===== config.mk =====
export PLATFORM = sky130hd
export DESIGN_NAME = mem_wb_stage_flat
export DESIGN_NICKNAME = d
export VERILOG_FILES = /design/src/rtl/mips_pkg.sv /design/src/rtl/mem_wb_stage_if.sv /design/src/rtl/mem_wb_stage_op_classifier.sv /design/src/rtl/mem_wb_stage.sv /design/src/flat_wrapper.sv
export SDC_FILE = /design/constraint.sdc
export NUM_CORES = 1
export LEC_CHECK = 0
export BUFFER_PORTS_ARGS = -buffer_cell sky130_fd_sc_hd__buf_2
export CORE_UTILIZATION = 30
export CTS_CLUSTER_DIAMETER = 150
export DETAILED_ROUTE_END_ITERATION = 10
export GPL_TIMING_DRIVEN = 0
export PLACE_DENSITY_LB_ADDON = 0.12
export SYNTH_ARGS = -nofsm -noshare
export SYNTH_HDL_FRONTEND = slang
export SYNTH_SLANG_ARGS = --single-unit
export TNS_END_PERCENT = 1

===== constraint.sdc =====
create_clock -name clk -period 3.4 [get_ports clk]
set_input_delay 0.34 -clock clk [delete_from_list [all_inputs] [get_ports clk]]
set_output_delay 0.34 -clock clk [all_outputs]
set_load 0.005 [all_outputs]

===== src/rtl/mips_pkg.sv =====
// Shared MIPS32 core definitions: op encodings, op classes, mem/wb FSM states.
package mips_pkg;

  localparam int ADDR_W = 10;
  localparam int DATA_W = 32;

  // Decode op encoding, shared with the decode stage.
  localparam logic [15:0] OP_ADD  = 16'h0001;
  localparam logic [15:0] OP_SUB  = 16'h0002;
  localparam logic [15:0] OP_AND  = 16'h0003;
  localparam logic [15:0] OP_OR   = 16'h0004;
  localparam logic [15:0] OP_XOR  = 16'h0005;
  localparam logic [15:0] OP_NOR  = 16'h0006;
  localparam logic [15:0] OP_SLT  = 16'h0007;
  localparam logic [15:0] OP_ADDI = 16'h0008;
  localparam logic [15:0] OP_ANDI = 16'h0009;
  localparam logic [15:0] OP_ORI  = 16'h000A;
  localparam logic [15:0] OP_LW   = 16'h000B;
  localparam logic [15:0] OP_SW   = 16'h000C;
  localparam logic [15:0] OP_SLL  = 16'h000D;
  localparam logic [15:0] OP_SRL  = 16'h000E;
  localparam logic [15:0] OP_LUI  = 16'h000F;
  localparam logic [15:0] OP_BEQ  = 16'h0010;
  localparam logic [15:0] OP_BNE  = 16'h0011;
  localparam logic [15:0] OP_J    = 16'h0012;

  typedef enum logic [2:0] {
    CLS_ALU,
    CLS_LW,
    CLS_SW,
    CLS_BR,
    CLS_J,
    CLS_ILL
  } op_cls_e;

  typedef enum logic [2:0] {
    ST_IDLE,
    ST_MEM,
    ST_WAIT,
    ST_CAPT,
    ST_WB
  } state_e;

endpackage


===== src/rtl/mem_wb_stage_if.sv =====
// Bus between execute/memory/register file and the memory + write-back stage.
interface mem_wb_stage_if #(
  parameter int ADDR_W = 10
);
  logic              start;
  logic [15:0]       op;
  logic [31:0]       alu_result;
  logic [31:0]       store_data;
  logic [4:0]        dest_reg;
  logic              zero_flag;
  logic              busy;
  logic              done;
  logic              illegal;
  logic [ADDR_W-1:0] dmem_addr;
  logic [31:0]       dmem_wdata;
  logic              dmem_we;
  logic [31:0]       dmem_rdata;
  logic              rf_we;
  logic [4:0]        rf_waddr;
  logic [31:0]       rf_wdata;
  logic              pc_load;
  logic [ADDR_W-1:0] pc_target;

  // Environment side: execute request plus the data-memory read return.
  modport master (
    output start, op, alu_result, store_data, dest_reg, zero_flag, dmem_rdata,
    input  busy, done, illegal, dmem_addr, dmem_wdata, dmem_we,
           rf_we, rf_waddr, rf_wdata, pc_load, pc_target
  );

  // Stage side.
  modport slave (
    input  start, op, alu_result, store_data, dest_reg, zero_flag, dmem_rdata,
    output busy, done, illegal, dmem_addr, dmem_wdata, dmem_we,
           rf_we, rf_waddr, rf_wdata, pc_load, pc_target
  );
endinterface


===== src/rtl/mem_wb_stage_op_classifier.sv =====
// Combinational op -> op-class mapping; also usable by decode.
module op_classifier
  import mips_pkg::*;
(
  input  logic [15:0] op,
  output op_cls_e     cls
);

  // Map each known op to its class, everything else is illegal.
  always_comb begin
    cls = CLS_ILL;
    case (op)
      OP_ADD, OP_SUB, OP_AND, OP_OR, OP_XOR, OP_NOR, OP_SLT,
      OP_ADDI, OP_ANDI, OP_ORI, OP_SLL, OP_SRL, OP_LUI: cls = CLS_ALU;
      OP_LW:                                            cls = CLS_LW;
      OP_SW:                                            cls = CLS_SW;
      OP_BEQ, OP_BNE:                                   cls = CLS_BR;
      OP_J:                                             cls = CLS_J;
      default:                                          cls = CLS_ILL;
    endcase
  end

endmodule


===== src/rtl/mem_wb_stage.sv =====
// Memory-access / write-back stage of the multicycle MIPS32 core.
// Every output is a flop; strobes are single-cycle and coincide with done
// except the lw address phase, which precedes it.
module mem_wb_stage
  import mips_pkg::*;
#(
  parameter int MEM_RD_LATENCY = 1,
  parameter int ADDR_W         = 10
) (
  input logic           clk,
  input logic           rst,
  mem_wb_stage_if.slave bus
);

  // WAIT lasts MEM_RD_LATENCY-1 cycles; the counter runs down to zero.
  localparam logic [1:0] CNT_INIT = 2'((MEM_RD_LATENCY > 1) ? MEM_RD_LATENCY - 2 : 0);

  op_cls_e cls_in;

  state_e            state_q, state_d;
  op_cls_e           cls_q, cls_d;
  logic [4:0]        dest_q, dest_d;
  logic [1:0]        cnt_q, cnt_d;
  logic              busy_q, busy_d;
  logic              done_q, done_d;
  logic              illegal_q, illegal_d;
  logic [ADDR_W-1:0] dmem_addr_q, dmem_addr_d;
  logic [31:0]       dmem_wdata_q, dmem_wdata_d;
  logic              dmem_we_q, dmem_we_d;
  logic              rf_we_q, rf_we_d;
  logic [4:0]        rf_waddr_q, rf_waddr_d;
  logic [31:0]       rf_wdata_q, rf_wdata_d;
  logic              pc_load_q, pc_load_d;
  logic [ADDR_W-1:0] pc_target_q, pc_target_d;

  op_classifier u_cls (
    .op  (bus.op),
    .cls (cls_in)
  );

  // Next-state and next-output logic; strobes default low every cycle.
  always_comb begin
    state_d      = state_q;
    cls_d        = cls_q;
    dest_d       = dest_q;
    cnt_d        = cnt_q;
    done_d       = 1'b0;
    illegal_d    = 1'b0;
    dmem_we_d    = 1'b0;
    rf_we_d      = 1'b0;
    pc_load_d    = 1'b0;
    dmem_addr_d  = dmem_addr_q;
    dmem_wdata_d = dmem_wdata_q;
    rf_waddr_d   = rf_waddr_q;
    rf_wdata_d   = rf_wdata_q;
    pc_target_d  = pc_target_q;

    case (state_q)
      ST_IDLE: begin
        if (bus.start) begin
          cls_d  = cls_in;
          dest_d = bus.dest_reg;
          case (cls_in)
            CLS_ALU: begin
              state_d = ST_WB;
              done_d  = 1'b1;
              // $zero is not writable: suppress the strobe, keep timing.
              if (bus.dest_reg != 5'd0) begin
                rf_we_d    = 1'b1;
                rf_waddr_d = bus.dest_reg;
                rf_wdata_d = bus.alu_result;
              end
            end
            CLS_SW: begin
              state_d      = ST_MEM;
              done_d       = 1'b1;
              dmem_we_d    = 1'b1;
              dmem_addr_d  = bus.alu_result[ADDR_W-1:0];
              dmem_wdata_d = bus.store_data;
            end
            CLS_LW: begin
              state_d     = ST_MEM;
              dmem_addr_d = bus.alu_result[ADDR_W-1:0];
            end
            CLS_BR: begin
              state_d     = ST_WB;
              done_d      = 1'b1;
              pc_load_d   = bus.zero_flag;
              pc_target_d = bus.alu_result[ADDR_W-1:0];
            end
            CLS_J: begin
              // Jump target arrives as a byte address; the PC is word-addressed.
              state_d     = ST_WB;
              done_d      = 1'b1;
              pc_load_d   = 1'b1;
              pc_target_d = bus.alu_result[ADDR_W+1:2];
            end
            default: begin
              state_d   = ST_WB;
              done_d    = 1'b1;
              illegal_d = 1'b1;
            end
          endcase
        end
      end
      ST_MEM: begin
        if (cls_q == CLS_LW) begin
          if (MEM_RD_LATENCY > 1) begin
            state_d = ST_WAIT;
            cnt_d   = CNT_INIT;
          end else begin
            state_d = ST_CAPT;
          end
        end else begin
          state_d = ST_IDLE;
        end
      end
      ST_WAIT: begin
        if (cnt_q == 2'd0) state_d = ST_CAPT;
        else               cnt_d   = cnt_q - 2'd1;
      end
      ST_CAPT: begin
        // Read data is valid this cycle; the rf_wdata flop is the holding register.
        state_d = ST_WB;
        done_d  = 1'b1;
        if (dest_q != 5'd0) begin
          rf_we_d    = 1'b1;
          rf_waddr_d = dest_q;
          rf_wdata_d = bus.dmem_rdata;
        end
      end
      ST_WB:   state_d = ST_IDLE;
      default: state_d = ST_IDLE;
    endcase

    // busy covers everything after acceptance up to and including done.
    busy_d = (state_d != ST_IDLE);
  end

  // State and output registers; reset clears everything, abandoning any lw.
  always_ff @(posedge clk or posedge rst) begin
    if (rst) begin
      state_q      <= ST_IDLE;
      cls_q        <= CLS_ALU;
      dest_q       <= '0;
      cnt_q        <= '0;
      busy_q       <= 1'b0;
      done_q       <= 1'b0;
      illegal_q    <= 1'b0;
      dmem_addr_q  <= '0;
      dmem_wdata_q <= '0;
      dmem_we_q    <= 1'b0;
      rf_we_q      <= 1'b0;
      rf_waddr_q   <= '0;
      rf_wdata_q   <= '0;
      pc_load_q    <= 1'b0;
      pc_target_q  <= '0;
    end else begin
      state_q      <= state_d;
      cls_q        <= cls_d;
      dest_q       <= dest_d;
      cnt_q        <= cnt_d;
      busy_q       <= busy_d;
      done_q       <= done_d;
      illegal_q    <= illegal_d;
      dmem_addr_q  <= dmem_addr_d;
      dmem_wdata_q <= dmem_wdata_d;
      dmem_we_q    <= dmem_we_d;
      rf_we_q      <= rf_we_d;
      rf_waddr_q   <= rf_waddr_d;
      rf_wdata_q   <= rf_wdata_d;
      pc_load_q    <= pc_load_d;
      pc_target_q  <= pc_target_d;
    end
  end

  assign bus.busy       = busy_q;
  assign bus.done       = done_q;
  assign bus.illegal    = illegal_q;
  assign bus.dmem_addr  = dmem_addr_q;
  assign bus.dmem_wdata = dmem_wdata_q;
  assign bus.dmem_we    = dmem_we_q;
  assign bus.rf_we      = rf_we_q;
  assign bus.rf_waddr   = rf_waddr_q;
  assign bus.rf_wdata   = rf_wdata_q;
  assign bus.pc_load    = pc_load_q;
  assign bus.pc_target  = pc_target_q;

endmodule


===== src/flat_wrapper.sv =====
// flat-port wrapper written by rule: the top's interface ports become plain ports
module mem_wb_stage_flat import mips_pkg::*;
#(
  parameter int MEM_RD_LATENCY = 1,
  parameter int ADDR_W         = 10
)
  (clk, rst, bus_start, bus_op, bus_alu_result, bus_store_data, bus_dest_reg, bus_zero_flag, bus_dmem_rdata, bus_busy, bus_done, bus_illegal, bus_dmem_addr, bus_dmem_wdata, bus_dmem_we, bus_rf_we, bus_rf_waddr, bus_rf_wdata, bus_pc_load, bus_pc_target);
  mem_wb_stage_if #(.ADDR_W(ADDR_W)) bus_i ();
  input logic clk;
  input logic rst;
  input wire logic [$bits(bus_i.start)-1:0] bus_start;
  input wire logic [$bits(bus_i.op)-1:0] bus_op;
  input wire logic [$bits(bus_i.alu_result)-1:0] bus_alu_result;
  input wire logic [$bits(bus_i.store_data)-1:0] bus_store_data;
  input wire logic [$bits(bus_i.dest_reg)-1:0] bus_dest_reg;
  input wire logic [$bits(bus_i.zero_flag)-1:0] bus_zero_flag;
  input wire logic [$bits(bus_i.dmem_rdata)-1:0] bus_dmem_rdata;
  output wire logic [$bits(bus_i.busy)-1:0] bus_busy;
  output wire logic [$bits(bus_i.done)-1:0] bus_done;
  output wire logic [$bits(bus_i.illegal)-1:0] bus_illegal;
  output wire logic [$bits(bus_i.dmem_addr)-1:0] bus_dmem_addr;
  output wire logic [$bits(bus_i.dmem_wdata)-1:0] bus_dmem_wdata;
  output wire logic [$bits(bus_i.dmem_we)-1:0] bus_dmem_we;
  output wire logic [$bits(bus_i.rf_we)-1:0] bus_rf_we;
  output wire logic [$bits(bus_i.rf_waddr)-1:0] bus_rf_waddr;
  output wire logic [$bits(bus_i.rf_wdata)-1:0] bus_rf_wdata;
  output wire logic [$bits(bus_i.pc_load)-1:0] bus_pc_load;
  output wire logic [$bits(bus_i.pc_target)-1:0] bus_pc_target;
  assign bus_i.start = bus_start;
  assign bus_i.op = bus_op;
  assign bus_i.alu_result = bus_alu_result;
  assign bus_i.store_data = bus_store_data;
  assign bus_i.dest_reg = bus_dest_reg;
  assign bus_i.zero_flag = bus_zero_flag;
  assign bus_i.dmem_rdata = bus_dmem_rdata;
  assign bus_busy = bus_i.busy;
  assign bus_done = bus_i.done;
  assign bus_illegal = bus_i.illegal;
  assign bus_dmem_addr = bus_i.dmem_addr;
  assign bus_dmem_wdata = bus_i.dmem_wdata;
  assign bus_dmem_we = bus_i.dmem_we;
  assign bus_rf_we = bus_i.rf_we;
  assign bus_rf_waddr = bus_i.rf_waddr;
  assign bus_rf_wdata = bus_i.rf_wdata;
  assign bus_pc_load = bus_i.pc_load;
  assign bus_pc_target = bus_i.pc_target;
  mem_wb_stage #(.MEM_RD_LATENCY(MEM_RD_LATENCY), .ADDR_W(ADDR_W)) u_core (.clk(clk), .rst(rst), .bus(bus_i));
endmodule

# Word-level counts from Yosys, hierarchy flattened
# Memory sizes are Yosys's and may differ from the RTL's.
# Index checks and enable logic that the tools add are counted.
# totals
output_inout_bits,95
ff_bits,108
n_memories,1
romBits,96
wordCells,81
# op_classes
add_sub_neg,1
bitwise,1
n_reduce_logical,17
n_mux,34
n_eq_ne,12
# memory_table
memory,depth,word_bits,read_ports,rd_ports_with_merged_regs,wr,line,rtl
(name not given),32,3,1,0,0,mem_wb_stage_op_classifier.sv:12,case (op)
# op_table
operator,count
two-way mux 32 bit,4
one-hot mux 32 bit (2 select lines),1
two-way mux 5 bit,4
one-hot mux 10 bit (2 select lines),1
two-way mux 1 bit,14
== test 3 x 2 -> 1 bit (second input constant),4
two-way mux 3 bit,4
one-hot mux 3 bit (4 select lines),1
logical NOT 11 bit,1
one-hot mux 5 bit (2 select lines),1
nonzero test 5 bit,2
== test 3 x 1 -> 1 bit (second input constant),3
AND reduction 3 bit,3
logical NOT 3 bit,2
one-hot mux 1 bit (2 select lines),3
AND reduction 5 bit,1
OR reduction 5 bit,1
inequality test 2 x 1 -> 1 bit (second input constant),2
inequality test 2 bit (second input constant),2
AND reduction 2 bit,2
nonzero test 2 bit,2
== test 3 bit (second input constant),1
nonzero test 3 bit,1
logical NOT 2 bit,1
other kinds (4),4

# Logic depth before layout (Yosys ltp)
# depth
word_depth,8
depth_mapped,9
depth_no_buf,6

# Cells and area by module
# From an unflattened synthesis, not the netlist that was laid out.
# unflattened
cells_unflattened,352
area_unflattened_um2,4859.7
# modules_own_cells
mod,instances,area_each_um2,cells_per_inst
mem_wb_stage,1,4753.3,336
op_classifier,1,106.4,16

# Worst setup path before layout
# No wires, ideal clock.
# synth_timing
path_kind,reg-to-reg
from,register u_core.state_q[2]
to,"register u_core.rf_wdata_q[0], in the netlist u_core.bus.rf_wdata[0]"
t_arrival_ns,2.413
n_path_buf,4
stages_incl_launch_ff,10
slack_ns,0.913
cell_sequence,dfrtp_1 > or4b_1 > buf_2 > nor4_2 > or4b_1 > clkbuf_1 > and2_1 > buf_6 > buf_6 > a21oi_2
# synth_between
elab_chain_len,3
elab_cells_between_ends,9
# synth_rtl
element,line,rtl
from (decl),mem_wb_stage.sv:20,"state_e state_q, state_d;"
from (signal assigned),mem_wb_stage.sv:159,state_q <= state_d;
== test 3 x 2 -> 1 bit or logical NOT 3 bit (tied branches),mem_wb_stage.sv:58,case (state_q)
inequality test 2 x 1 -> 1 bit (no line) (tied with other cells),--,
AND reduction 5 bit (no line),--,
to (signal assigned),mem_wb_stage.sv:171,rf_wdata_q <= rf_wdata_d;
to (decl),mem_wb_stage.sv:32,"logic [31:0] rf_wdata_q, rf_wdata_d;"
# Several ways; a longest one is shown, not always the timed one.
# A chain may end at the register's enable or synchronous reset.

# Worst setup path in the final report
# layout_timing
from,register u_core.state_q[2]
to,"register u_core.dmem_wdata_q[11], in the netlist u_core.bus.dmem_wdata[11]"
# layout_between
elab_chain_len,2
# layout_rtl
element,line,rtl
logical NOT 3 bit,mem_wb_stage.sv:58,
AND reduction 3 bit (no line),--,
to (signal assigned),mem_wb_stage.sv:167,dmem_wdata_q <= dmem_wdata_d;
to (decl),mem_wb_stage.sv:28,"logic [31:0] dmem_wdata_q, dmem_wdata_d;"
# Every way passes these cells.

==> impl_metrics.tcl <==
set metrics [dict create \
    clock-skew-final_ns 0.005022 \
    final_net_count 757 \
    cts_tree "built" \
    synthAdderAreaFrac_pct 0.2669 \
    core-area_mm2 0.01520 \
    dr_total_vias 4000 \
    finalHoldWorstSlack_ns 0.06428 \
    finalNonFillerCells 825 \
    syn2layout_area_growth_pct 34.37 \
    reg2reg_depth 5 \
    rsz_0062_raised_after_global_routing "false" \
    grt_overflow 0 \
    multiplexer_share_of_the_synthesized_area_pct 10.30 \
    filler_cell_count 1527 \
    synth.top_cell.area_share_pct 57.65 \
    routedWlPerCell_um 16.09 \
    cts_max_path_buffers 2 \
    yosys-top-cells-area "sky130_fd_sc_hd__dfrtp_1, sky130_fd_sc_hd__mux2_2, sky130_fd_sc_hd__a21oi_2, sky130_fd_sc_hd__o22ai_1, sky130_fd_sc_hd__inv_1" \
    timing.critical_path.slowest_cell_delay_ns 0.95 \
    post_cts.resized_instances 0 \
    crit_slowest_cell "sky130_fd_sc_hd__nor4_1" \
    routabilityCongestion 0.7520 \
    route.detailed.drc 0 \
    synth-xor-area-share_pct 0.3736 \
    root_buffer "sky130_fd_sc_hd__clkbuf_16" \
    cts_hold_buf 0 \
    synth.ff_latch_count 108 \
    place_area_mm2 0.006020 \
    grt_pass1_vias 4125 \
    finalSetupViolations 0 \
    via_per_inst 4.848 \
    report.final.hold_viol_count 0 \
    detailedRoute.firstPassIterationCount 4 \
    timing.critical_path.from "u_core.state_q[2]" \
    worstSkewPairLatency_ns 0.35 \
    floorplan.die.height_um 127.0 \
    grt_first_pass_wirelength_mm 21.17 \
    synth_simple_gate_area_share_pct 8.727 \
    r2r_start "u_core.state_q[2]" \
    synth-warning-count 0 \
    synth_edf_count 0 \
    clock_sink_count 108 \
    die_area_mm2 0.01613 \
    setup_bufs_post_cts 0 \
    h_tree_lvl_count 3 \
    mapped_nets 532 \
    critical_path_peak_fanout 10 \
    post_synth_num_cell_types 40 \
    power-per-cell-area_mw_per_mm2 408.8 \
    critical_path_required_ns 3.63 \
    port-buffer-count 213 \
    total_power_w 0.002575 \
    cts.reportedPaths.clkPinSlew_ns 0.07 \
    share_of_final_layout_standard_cells_stronger_than_drive_strength_1_pct 48.67 \
    worst_slew_margin_rel_pct 24.39 \
    number_of_placed_instances_with_taps_included 812 \
    total_leakage_power_nw 3.320 \
    share_of_async_settable_or_async_resettable_flops_after_synthesis_pct 100.0 \
    floorplan.io_pins 216 \
    synth_cells 410 \
    vdd_drop_max_mv 0.2151 \
    global_router_s_overall_resource_usage_pct 17.08 \
    synth_area_mm2 0.004688 \
    dominant_combinational_cell_family_by_area_after_synthesis "compound AO/OA/AOI/OAI gates" \
    r2r_setup_slack_ns 0.41 \
    die-width_um 127.0 \
    synthFlopType "sky130_fd_sc_hd__dfrtp_1" \
    synth_compound_area_share_pct 16.81 \
    path_common_cell "sky130_fd_sc_hd__buf_2" \
    number_of_antenna_violating_nets_in_the_routed_design 0 \
    result_of_the_run "finished, final reports clean" \
    drc_marker_count_from_the_first_detailed_route_iteration 143 \
    endpoint_kind "register" \
    timing_worst_setup_path_type "reg2reg" \
    number_of_antenna_violations_at_the_first_check_in_global_routing 0 \
    antenna-diode-count 0 \
    postRouteWirelength_mm 13.28 \
    worst-slew-pin-transition_ns 1.124 \
    period_share_pct 88.03 \
    synth_largest_area_cell "sky130_fd_sc_hd__dfrtp_1" \
    layout_min_cycle_time_ns 2.993 \
    cap_violations 0 \
    finalMaxSlewViolations 0 \
    maximum_number_of_pins_on_one_net_before_global_route_repair 65 \
    max_freq_ghz 0.3341 \
    critical_path.cell_chain "or4b_1, buf_2, nor4_1, buf_2, mux2_2" \
    worst-endpoint-arrival_ns 3.22 \
    initial_core_util_pct 30.84 \
    rows 45 \
    worstSetupStartpointType "register" \
    final_util_pct 41.44 \
    cts-buffers-inserted 9 \
    min_path_type "in2async" \
    postLayoutCellArea_mm2 0.006300 \
    r2r_end "u_core.bus.dmem_wdata[11]" \
    dp_hpwl_mm 9.953 \
    ys_seq_area_share_pct 57.65 \
    synth_area_per_cell_um2 11.43 \
]
-- critical path: cells and delay by family, from the launching register on --
family | cells | cell delay (ns)
buffers and inverters | 2 | 0.57
DFF | 1 | 0.45
and+or+nand+nor | 2 | 1.48
muxes | 1 | 0.37
-- synthesized netlist by cell type (all sizes together) (2+ instances only) --
cell	instances
inv	41
or2	2
nand3b	3
xnor2	2
a31oi	2
dfrtp	108
a21oi	56
or4	6
nor2	10
nor3	7
or3	2
nor4	6
o21ai	10
nand2b	2
o22ai	42
clkbuf	15
mux2	42
nand4	2
nor4b	2
or4b	2
nand2	22
buf	8
a22oi	5
-- power breakdown --
part	leakage, nW	internal (W)	total [W]	switching (W)
Clock	0.134	0.000580	0.00104	0.000456
Combinational	1.78	0.0000967	0.000207	0.000110
Sequential	1.41	0.00131	0.00133	0.0000174
Total	3.32	0.00199	0.00258	0.000583
-- layout by cell type, fill, tap and decap left out, types with 6 or more instances in the layout --
| cell | n |
|---|---|
| sky130_fd_sc_hd__a21oi_1 | 26 |
| sky130_fd_sc_hd__or4_1 | 6 |
| sky130_fd_sc_hd__a21oi_2 | 30 |
| sky130_fd_sc_hd__dfrtp_1 | 108 |
| sky130_fd_sc_hd__nor2_1 | 10 |
| sky130_fd_sc_hd__buf_2 | 217 |
| sky130_fd_sc_hd__o21ai_0 | 9 |
| sky130_fd_sc_hd__nand2_1 | 22 |
| sky130_fd_sc_hd__o22ai_1 | 42 |
| sky130_fd_sc_hd__clkbuf_16 | 9 |
| sky130_fd_sc_hd__inv_1 | 40 |
| sky130_fd_sc_hd__clkbuf_1 | 16 |
| sky130_fd_sc_hd__mux2_2 | 42 |
| sky130_fd_sc_hd__nor3_1 | 7 |
-- kinds of logic (layout without fill, tap and decap cells) --
kind of cell / after synthesis / after routing
mux: 43 / 43
compound gates: 119 / 119
buf+inv: 64 / 291
fa+ha+maj: 1 / 1
xor+xnor: 2 / 2
simple gates: 73 / 73
flops: 108 / 108
-- per-stage QoR --
stage                     setup TNS, ns  setup WS [ns]
after floorplan                       0         0.2144
after global placement          -130.23         -1.211
after detailed placement              0         0.1669
after CTS                             0         0.2783
after global routing                  0         0.1128
final                                 0         0.4070
-- metal layers --
layer,wire [um],up-vias,GRT usage (%)
met2,6834,128,30.32
met5,0,-,0
met1,5507,1943,19.76
met4,250,0,6.373
li1,-,1914,-
met3,685,15,4.481
-- state kept, by name, summed over array words and instances (netlist names), 2 cells and up --
| signal | flops |
|---|---|
| u_core.bus.rf_waddr | 5 |
| u_core.bus.pc_target | 10 |
| u_core.cls_q | 3 |
| u_core.state_q | 3 |
| u_core.bus.rf_wdata | 32 |
| u_core.dest_q | 5 |
| u_core.cnt_q | 2 |
| u_core.bus.dmem_wdata | 32 |
| u_core.bus.dmem_addr | 10 |
-- area by class of cell --
type | instances | area (um2) | area share, %
Timing Repair Buffer | 214 | 1094 | 17.36
Tap cell | 188 | 235.2 | 3.734
Inverter | 41 | 156.4 | 2.483
Clock inverter | 2 | 37.54 | 0.5958
Clock buffer | 11 | 242.7 | 3.853
Sequential cell | 108 | 2703 | 42.90
Buffer | 23 | 121.4 | 1.927
Multi-Input combinational cell | 238 | 1710 | 27.15
-- worst max-delay path by stage --
stage / slack (ns) / to
floorplan: 0.21 / u_core.bus.busy
detailed placement: 0.17 / u_core.bus.dmem_wdata[28]
finish: 0.41 / u_core.bus.dmem_wdata[11]
CTS: 0.28 / u_core.bus.dmem_wdata[28]
global route: 0.11 / u_core.bus.dmem_wdata[10]
global placement: -1.21 / u_core.bus.rf_wdata[17]
Note: power is estimated with default switching activity, not from simulation.
